$ cat src/rtl/cpu_pkg.sv
// Shared definitions for the 4-bit accumulator CPU and its program sequencer:
// opcodes, instruction word layout, sequencer states and the NOP word.
package cpu_pkg;

  // NOT and SHL share 4'h8; NOP (to the CPU) and HALT (to the sequencer) share 4'hF.
  typedef enum logic [3:0] {
    OP_ADD      = 4'h0,
    OP_SUB      = 4'h1,
    OP_STORE    = 4'h2,
    OP_LOAD     = 4'h3,
    OP_AND      = 4'h5,
    OP_OR       = 4'h6,
    OP_XOR      = 4'h7,
    OP_NOT_SHL  = 4'h8,
    OP_SHR      = 4'h9,
    OP_NOP_HALT = 4'hF
  } opcode_e;

  typedef enum logic [1:0] {
    SEQ_IDLE  = 2'd0,
    SEQ_ISSUE = 2'd1,
    SEQ_DONE  = 2'd2
  } seq_state_e;

  typedef struct packed {
    logic [3:0] opcode;
    logic [3:0] addr;
    logic [3:0] data;
  } instr_t;

  localparam instr_t NOP_WORD = '{opcode: 4'hF, addr: 4'h0, data: 4'h0};

  function automatic logic [7:0] nib_to_bus(input logic [3:0] nib);
    return {nib, 4'b0000};
  endfunction

endpackage

$ cat src/rtl/cpu_instr_sequencer_if.sv
// Bus between the program loader / controller and the instruction sequencer,
// including the CPU-facing instruction outputs.
interface cpu_instr_sequencer_if;
  import cpu_pkg::*;

  // No valid/ready pairs here: load_en and start are single-cycle qualifiers
  // that the sequencer samples on a rising edge and acts on only in IDLE;
  // halt_req is a level sampled each edge and acts only in ISSUE.
  logic        load_en;
  logic [3:0]  load_addr;
  logic [11:0] load_instr;
  logic        start;
  logic        halt_req;

  logic [7:0]  out_opcode_eightBit;
  logic [7:0]  out_addr_eightBit;
  logic [7:0]  out_data_eightBit;
  logic        out_ena;
  logic        busy;
  logic        done;
  logic [3:0]  pc;
  seq_state_e  dbg_state;

  modport master (
    output load_en, load_addr, load_instr, start, halt_req,
    input  out_opcode_eightBit, out_addr_eightBit, out_data_eightBit,
    input  out_ena, busy, done, pc, dbg_state
  );

  modport slave (
    input  load_en, load_addr, load_instr, start, halt_req,
    output out_opcode_eightBit, out_addr_eightBit, out_data_eightBit,
    output out_ena, busy, done, pc, dbg_state
  );

endinterface

$ cat src/rtl/prog_mem_16x12.sv
// 16-entry program store: synchronous write, combinational read,
// asynchronous reset clears every entry to the NOP word.
module prog_mem_16x12
  import cpu_pkg::*;
(
  input  logic       clk,
  input  logic       rst,
  input  logic       i_we,
  input  logic [3:0] i_waddr,
  input  instr_t     i_wdata,
  input  logic [3:0] i_raddr,
  output instr_t     o_rdata
);

  instr_t r_mem [16];

  always_ff @(posedge clk or posedge rst) begin
    if (rst) begin
      for (int i = 0; i < 16; i++) r_mem[i] <= NOP_WORD;
    end else if (i_we) begin
      r_mem[i_waddr] <= i_wdata;
    end
  end

  assign o_rdata = r_mem[i_raddr];

endmodule

$ cat src/rtl/cpu_instr_sequencer.sv
// Program sequencer feeding the accumulator CPU: holds each stored instruction
// on registered buses for ISSUE_GAP cycles, stopping at HALT, entry 15 or halt_req.
module cpu_instr_sequencer
  import cpu_pkg::*;
#(
  parameter int PROG_DEPTH = 16,
  parameter int ISSUE_GAP  = 2
)(
  input  logic                  clk,
  input  logic                  rst,
  cpu_instr_sequencer_if.slave  bus
);

  localparam logic [3:0] LAST_PC  = 4'(PROG_DEPTH - 1);
  localparam logic [3:0] LAST_CNT = 4'(ISSUE_GAP - 1);

  seq_state_e r_state, w_state_nxt;
  logic [3:0] r_pc, w_pc_nxt;
  logic [3:0] r_cnt, w_cnt_nxt;
  instr_t     r_out, w_out_nxt;

  logic       w_mem_we;
  logic [3:0] w_raddr;
  instr_t     w_rdata;

  // A single read port suffices: IDLE only ever looks at entry 0,
  // ISSUE only ever looks ahead at the next entry.
  assign w_mem_we = (r_state == SEQ_IDLE) && bus.load_en;
  assign w_raddr  = (r_state == SEQ_ISSUE) ? (r_pc + 4'd1) : 4'd0;

  prog_mem_16x12 u_prog_mem (
    .clk     (clk),
    .rst     (rst),
    .i_we    (w_mem_we),
    .i_waddr (bus.load_addr),
    .i_wdata (bus.load_instr),
    .i_raddr (w_raddr),
    .o_rdata (w_rdata)
  );

  always_ff @(posedge clk or posedge rst) begin
    if (rst) begin
      r_state <= SEQ_IDLE;
      r_pc    <= 4'd0;
      r_cnt   <= 4'd0;
      r_out   <= NOP_WORD;
    end else begin
      r_state <= w_state_nxt;
      r_pc    <= w_pc_nxt;
      r_cnt   <= w_cnt_nxt;
      r_out   <= w_out_nxt;
    end
  end

  always_comb begin
    w_state_nxt = r_state;
    w_pc_nxt    = r_pc;
    w_cnt_nxt   = r_cnt;
    w_out_nxt   = r_out;
    unique case (r_state)
      SEQ_IDLE: begin
        w_out_nxt = NOP_WORD;
        if (bus.start && !bus.load_en) begin
          w_pc_nxt  = 4'd0;
          w_cnt_nxt = 4'd0;
          if (w_rdata.opcode == OP_NOP_HALT) begin
            w_state_nxt = SEQ_DONE;
          end else begin
            w_state_nxt = SEQ_ISSUE;
            w_out_nxt   = w_rdata;
          end
        end
      end
      SEQ_ISSUE: begin
        if (bus.halt_req) begin
          w_state_nxt = SEQ_DONE;
          w_out_nxt   = NOP_WORD;
        end else if (r_cnt != LAST_CNT) begin
          w_cnt_nxt = r_cnt + 4'd1;
        end else if ((r_pc == LAST_PC) || (w_rdata.opcode == OP_NOP_HALT)) begin
          // The HALT word is never placed on the buses.
          w_state_nxt = SEQ_DONE;
          w_out_nxt   = NOP_WORD;
        end else begin
          w_pc_nxt  = r_pc + 4'd1;
          w_cnt_nxt = 4'd0;
          w_out_nxt = w_rdata;
        end
      end
      SEQ_DONE: begin
        w_state_nxt = SEQ_IDLE;
        w_pc_nxt    = 4'd0;
        w_cnt_nxt   = 4'd0;
        w_out_nxt   = NOP_WORD;
      end
      default: begin
        w_state_nxt = SEQ_IDLE;
        w_out_nxt   = NOP_WORD;
      end
    endcase
  end

  assign bus.out_opcode_eightBit = nib_to_bus(r_out.opcode);
  assign bus.out_addr_eightBit   = nib_to_bus(r_out.addr);
  assign bus.out_data_eightBit   = nib_to_bus(r_out.data);
  assign bus.out_ena             = (r_out.opcode == OP_STORE) && (r_state == SEQ_ISSUE);
  assign bus.busy                = (r_state == SEQ_ISSUE);
  assign bus.done                = (r_state == SEQ_DONE);
  assign bus.pc                  = r_pc;
  assign bus.dbg_state           = r_state;

endmodule

$ cat src/flat_wrapper.sv
// flat-port wrapper written by rule: the top's interface ports become plain ports
module cpu_instr_sequencer_flat import cpu_pkg::*;
#(
  parameter int PROG_DEPTH = 16,
  parameter int ISSUE_GAP  = 2
)
  (clk, rst, bus_load_en, bus_load_addr, bus_load_instr, bus_start, bus_halt_req, bus_out_opcode_eightBit, bus_out_addr_eightBit, bus_out_data_eightBit, bus_out_ena, bus_busy, bus_done, bus_pc, bus_dbg_state);
  cpu_instr_sequencer_if bus_i ();
  input  logic clk;
  input  logic rst;
  input wire logic [$bits(bus_i.load_en)-1:0] bus_load_en;
  input wire logic [$bits(bus_i.load_addr)-1:0] bus_load_addr;
  input wire logic [$bits(bus_i.load_instr)-1:0] bus_load_instr;
  input wire logic [$bits(bus_i.start)-1:0] bus_start;
  input wire logic [$bits(bus_i.halt_req)-1:0] bus_halt_req;
  output wire logic [$bits(bus_i.out_opcode_eightBit)-1:0] bus_out_opcode_eightBit;
  output wire logic [$bits(bus_i.out_addr_eightBit)-1:0] bus_out_addr_eightBit;
  output wire logic [$bits(bus_i.out_data_eightBit)-1:0] bus_out_data_eightBit;
  output wire logic [$bits(bus_i.out_ena)-1:0] bus_out_ena;
  output wire logic [$bits(bus_i.busy)-1:0] bus_busy;
  output wire logic [$bits(bus_i.done)-1:0] bus_done;
  output wire logic [$bits(bus_i.pc)-1:0] bus_pc;
  output wire logic [$bits(bus_i.dbg_state)-1:0] bus_dbg_state;
  assign bus_i.load_en = bus_load_en;
  assign bus_i.load_addr = bus_load_addr;
  assign bus_i.load_instr = bus_load_instr;
  assign bus_i.start = bus_start;
  assign bus_i.halt_req = bus_halt_req;
  assign bus_out_opcode_eightBit = bus_i.out_opcode_eightBit;
  assign bus_out_addr_eightBit = bus_i.out_addr_eightBit;
  assign bus_out_data_eightBit = bus_i.out_data_eightBit;
  assign bus_out_ena = bus_i.out_ena;
  assign bus_busy = bus_i.busy;
  assign bus_done = bus_i.done;
  assign bus_pc = bus_i.pc;
  assign bus_dbg_state = bus_i.dbg_state;
  cpu_instr_sequencer #(.PROG_DEPTH(PROG_DEPTH), .ISSUE_GAP(ISSUE_GAP)) u_core (.clk(clk), .rst(rst), .bus(bus_i));
endmodule
$ cat config.mk
export PLATFORM = sky130hd
export DESIGN_NAME = cpu_instr_sequencer_flat
export DESIGN_NICKNAME = d
export VERILOG_FILES = /design/src/rtl/cpu_pkg.sv /design/src/rtl/cpu_instr_sequencer_if.sv /design/src/rtl/prog_mem_16x12.sv /design/src/rtl/cpu_instr_sequencer.sv /design/src/flat_wrapper.sv
export SDC_FILE = /design/constraint.sdc
export NUM_CORES = 1
export LEC_CHECK = 0
export CAP_MARGIN = 5
export CELL_PAD_IN_SITES_DETAIL_PLACEMENT = 0
export CELL_PAD_IN_SITES_GLOBAL_PLACEMENT = 1
export CORE_MARGIN = 5
export CORE_UTILIZATION = 25
export DETAILED_ROUTE_END_ITERATION = 7
export PLACE_DENSITY = 0.48
export SYNTH_ARGS = -nofsm -noshare
export SYNTH_HDL_FRONTEND = slang
export SYNTH_SLANG_ARGS = --single-unit
$ cat constraint.sdc
create_clock -name clk -period 9.3 [get_ports clk]
set_input_delay 0.93 -clock clk [delete_from_list [all_inputs] [get_ports clk]]
set_output_delay 0.93 -clock clk [all_outputs]
set_load 0.03 [all_outputs]
==> metrics.txt <==
M1 GR Usage 18.8%; CTS sink cnt 214; ys flop type dfrtp_1; Worst Setup Path Type reg -> reg; CP dominant cell by count nor4_4; Max-slew headroom 23.7%; DP Cell Count 1405; Die Area 46000 um^2; MaxCap Viol Count 0; pre-CTS worst setup slack 5.17 ns; Post-synth ARST share 100%; period utilization 44.1%; H-tree depth 1; input/output buffers 41; Total Neg Setup Slack 0 ns; grt met2 use 20.9%; post-route ant nets 0; Power Dens Cells 336 nW/um^2; DR DRC count 0; Congestion Overflow GR 0; Yosys cell types 64; largest net degree at the start of global routing 77; met3 Use GR 2.08%; required time of the critical path 9.75 ns; wire length per cell 21.1 um; vias in the first global route 7336; crit-path max cell delay 0.82 ns; Slew Limit Fails 0; Worst Hold Class reg -> reg; final net count 917; CP cell instances ha_1 -> nand3b_1 -> buf_4 -> a211oi_1 -> nor4_1 -> o32ai_1 -> nor4_4 -> nor4_4 -> a22o_1; commonest non-fill, non-tap cells in the layout mux2_2, dfrtp_1, nand2_1; mux share of post-synthesis cell area 22.0%; Die W 214 um; post-route insts no fill 1450; core area 41700 um^2; Critical-path top delay cell ha_1; antenna violations before repair 0; setup violators final 0; startpoint types flip-flop; Pwr Total 4.10 mW; simple-gate share of the synthesized area 10.8%; Min Hold Slack 0.485 ns; CP endpoint kind flip-flop; Synth Area in XOR/XNOR 0.168%; worst ir drop on vdd 0.148 mV; Area Growth Syn to Fin 17.0%; final hold vios 0; post-route worst setup slack 5.20 ns; CTS Root Cell clkbuf_16; DR vias 6959; fmax 244 MHz; Boundary Pins 54; clock-pin slew on the worst setup and hold paths 0.06 ns; via density per instance 4.80; # resized after CTS 0; first-pass GRT wire length 47.5 mm; Leak 4.93 nW; synth warn 0; First-pass DRT Iterations 4; CP Buf/Inv Count 1; Ant. Diodes 0; Initial Util 25.1%; Post-Syn Instances 882; CP Max Fanout 49; Syn Area/Cell 11.8 um^2; Die Y 214 um; unrepaired setup endpoints after global routing false; outcome finished clean; flop-to-flop setup slack 5.20 ns; Fillers 4295; number of synthesized flops with an enable pin 0; share of cells above drive strength 1 37.1%; initial DRC count 355; DPL Wire Length 19.2 mm; # rows 75; critical path arrival 4.55 ns; Synth Area in Compound Gates 10.5%; actual slew at the worst max-slew pin 1.14 ns; Final Critical Period 4.10 ns; Post-Route WL 30.6 mm; CTS buffer count 25; Most Crowded Layer GR met2; gpl congestion 0.725; Post-CTS Setup Bufs 0; total track usage 13.1%; Adder-Cell Fraction of Synth Area 0.359%; CTS tree built; sequential-to-total area share from yosys stat 52.1%; commonest non-fill, non-tap cell in the layout mux2_2; Synth Cell Area 10400 um^2; Max clock buf depth 3; hold buffers post-CTS 0; worst-skew pair later-pin latency 0.52 ns; largest family of logic cells by synthesized area multiplexers; Synth Register Bits 214; Top delay family on crit path simple AND/OR/NAND/NOR gates; Post-Route Skew 0.0143 ns
==> power by group <==
part	switching (mW)	total, mW	internal [mW]	leakage [nW]
combinational	0.685	1.32	0.631	1.90
clock	0.393	1.06	0.670	0.440
sequential	0.259	1.72	1.47	2.59
total	1.34	4.10	2.77	4.93
==> flip-flops by register name, indices dropped and copies added, names as in the netlist <==
signal	count
u_core.bus.pc	4
u_core.bus.dbg_state	2
u_core.bus.out_data_eightBit	4
u_core.bus.out_opcode_eightBit	4
u_core.r_cnt	4
u_core.u_prog_mem.r_mem	192
u_core.bus.out_addr_eightBit	4
==> worst reg2reg max path, delay by kind of cell, from the launching register on <==
family	cells	cell delay, ns
simple gates	4	1.16
compound gates	3	1.03
fa+ha+maj	1	0.83
flops	1	0.70
buf+inv	1	0.31
==> synthesized netlist by cell type (15+ instances only) <==
cell        n  share of area [%]
mux2_2    198                 21
dfrtp_1   146                 35
nand2_1    88                3.2
dfstp_2    68                 17
clkbuf_1   47                1.7
nor2b_1    39                2.3
a211oi_1   36                2.6
a21oi_1    32                1.5
a311oi_1   24                2.0
nor2_1     24               0.86
nor3_1     16               0.77
buf_4      15                1.1
==> cell type report <==
type / count / area [um^2] / area share [%]
Multi-Input combinational cell: 588 / 4650 / 38.0
Clock buffer: 35 / 713 / 5.83
Clock inverter: 10 / 175 / 1.43
Inverter: 7 / 36.3 / 0.297
Sequential cell: 214 / 5440 / 44.5
Timing Repair Buffer: 57 / 531 / 4.34
Tap cell: 539 / 674 / 5.52
==> through the flow <==
step,util (%),instance area [um^2]
floorplan,-,10500
global placement,27.2,11300
detailed placement,27.2,11300
CTS,29.3,12200
global route,29.3,12200
finish,29.3,12200
==> cells by family (layout without fill, tap and decap cells) <==
| logic type | after synthesis | in the layout |
|---|---|---|
| buffers and inverters | 91 | 109 |
| DFF | 214 | 214 |
| muxes | 205 | 205 |
| and+or+nand+nor | 217 | 217 |
| AOI/OAI and AO/OA | 149 | 149 |
| xor gates and xnor gates | 2 | 2 |
| adders and majority gates | 3 | 3 |
| other | 1 | 12 |
==> worst paths after layout <==
path / startpoint / end / cells past startpoint
max in group asynchronous: rst / u_core.u_prog_mem.r_mem[74] / 3
min in group asynchronous: rst / u_core.bus.dbg_state[0] / 2
max: u_core.bus.pc[0] / u_core.bus.out_addr_eightBit[5] / 9
max reg2reg: u_core.bus.pc[0] / u_core.bus.out_addr_eightBit[5] / 9
min: u_core.r_cnt[3] / u_core.r_cnt[3] / 1
min reg2reg: u_core.r_cnt[3] / u_core.r_cnt[3] / 1
==> routing by layer <==
layer / vias to the layer above / share of wire (%)
li1: 3215 / -
met1: 3585 / 48
met2: 115 / 46
met3: 44 / 3.7
met4: 0 / 2.4
met5: - / 0
(Power assumes the default switching activity.)
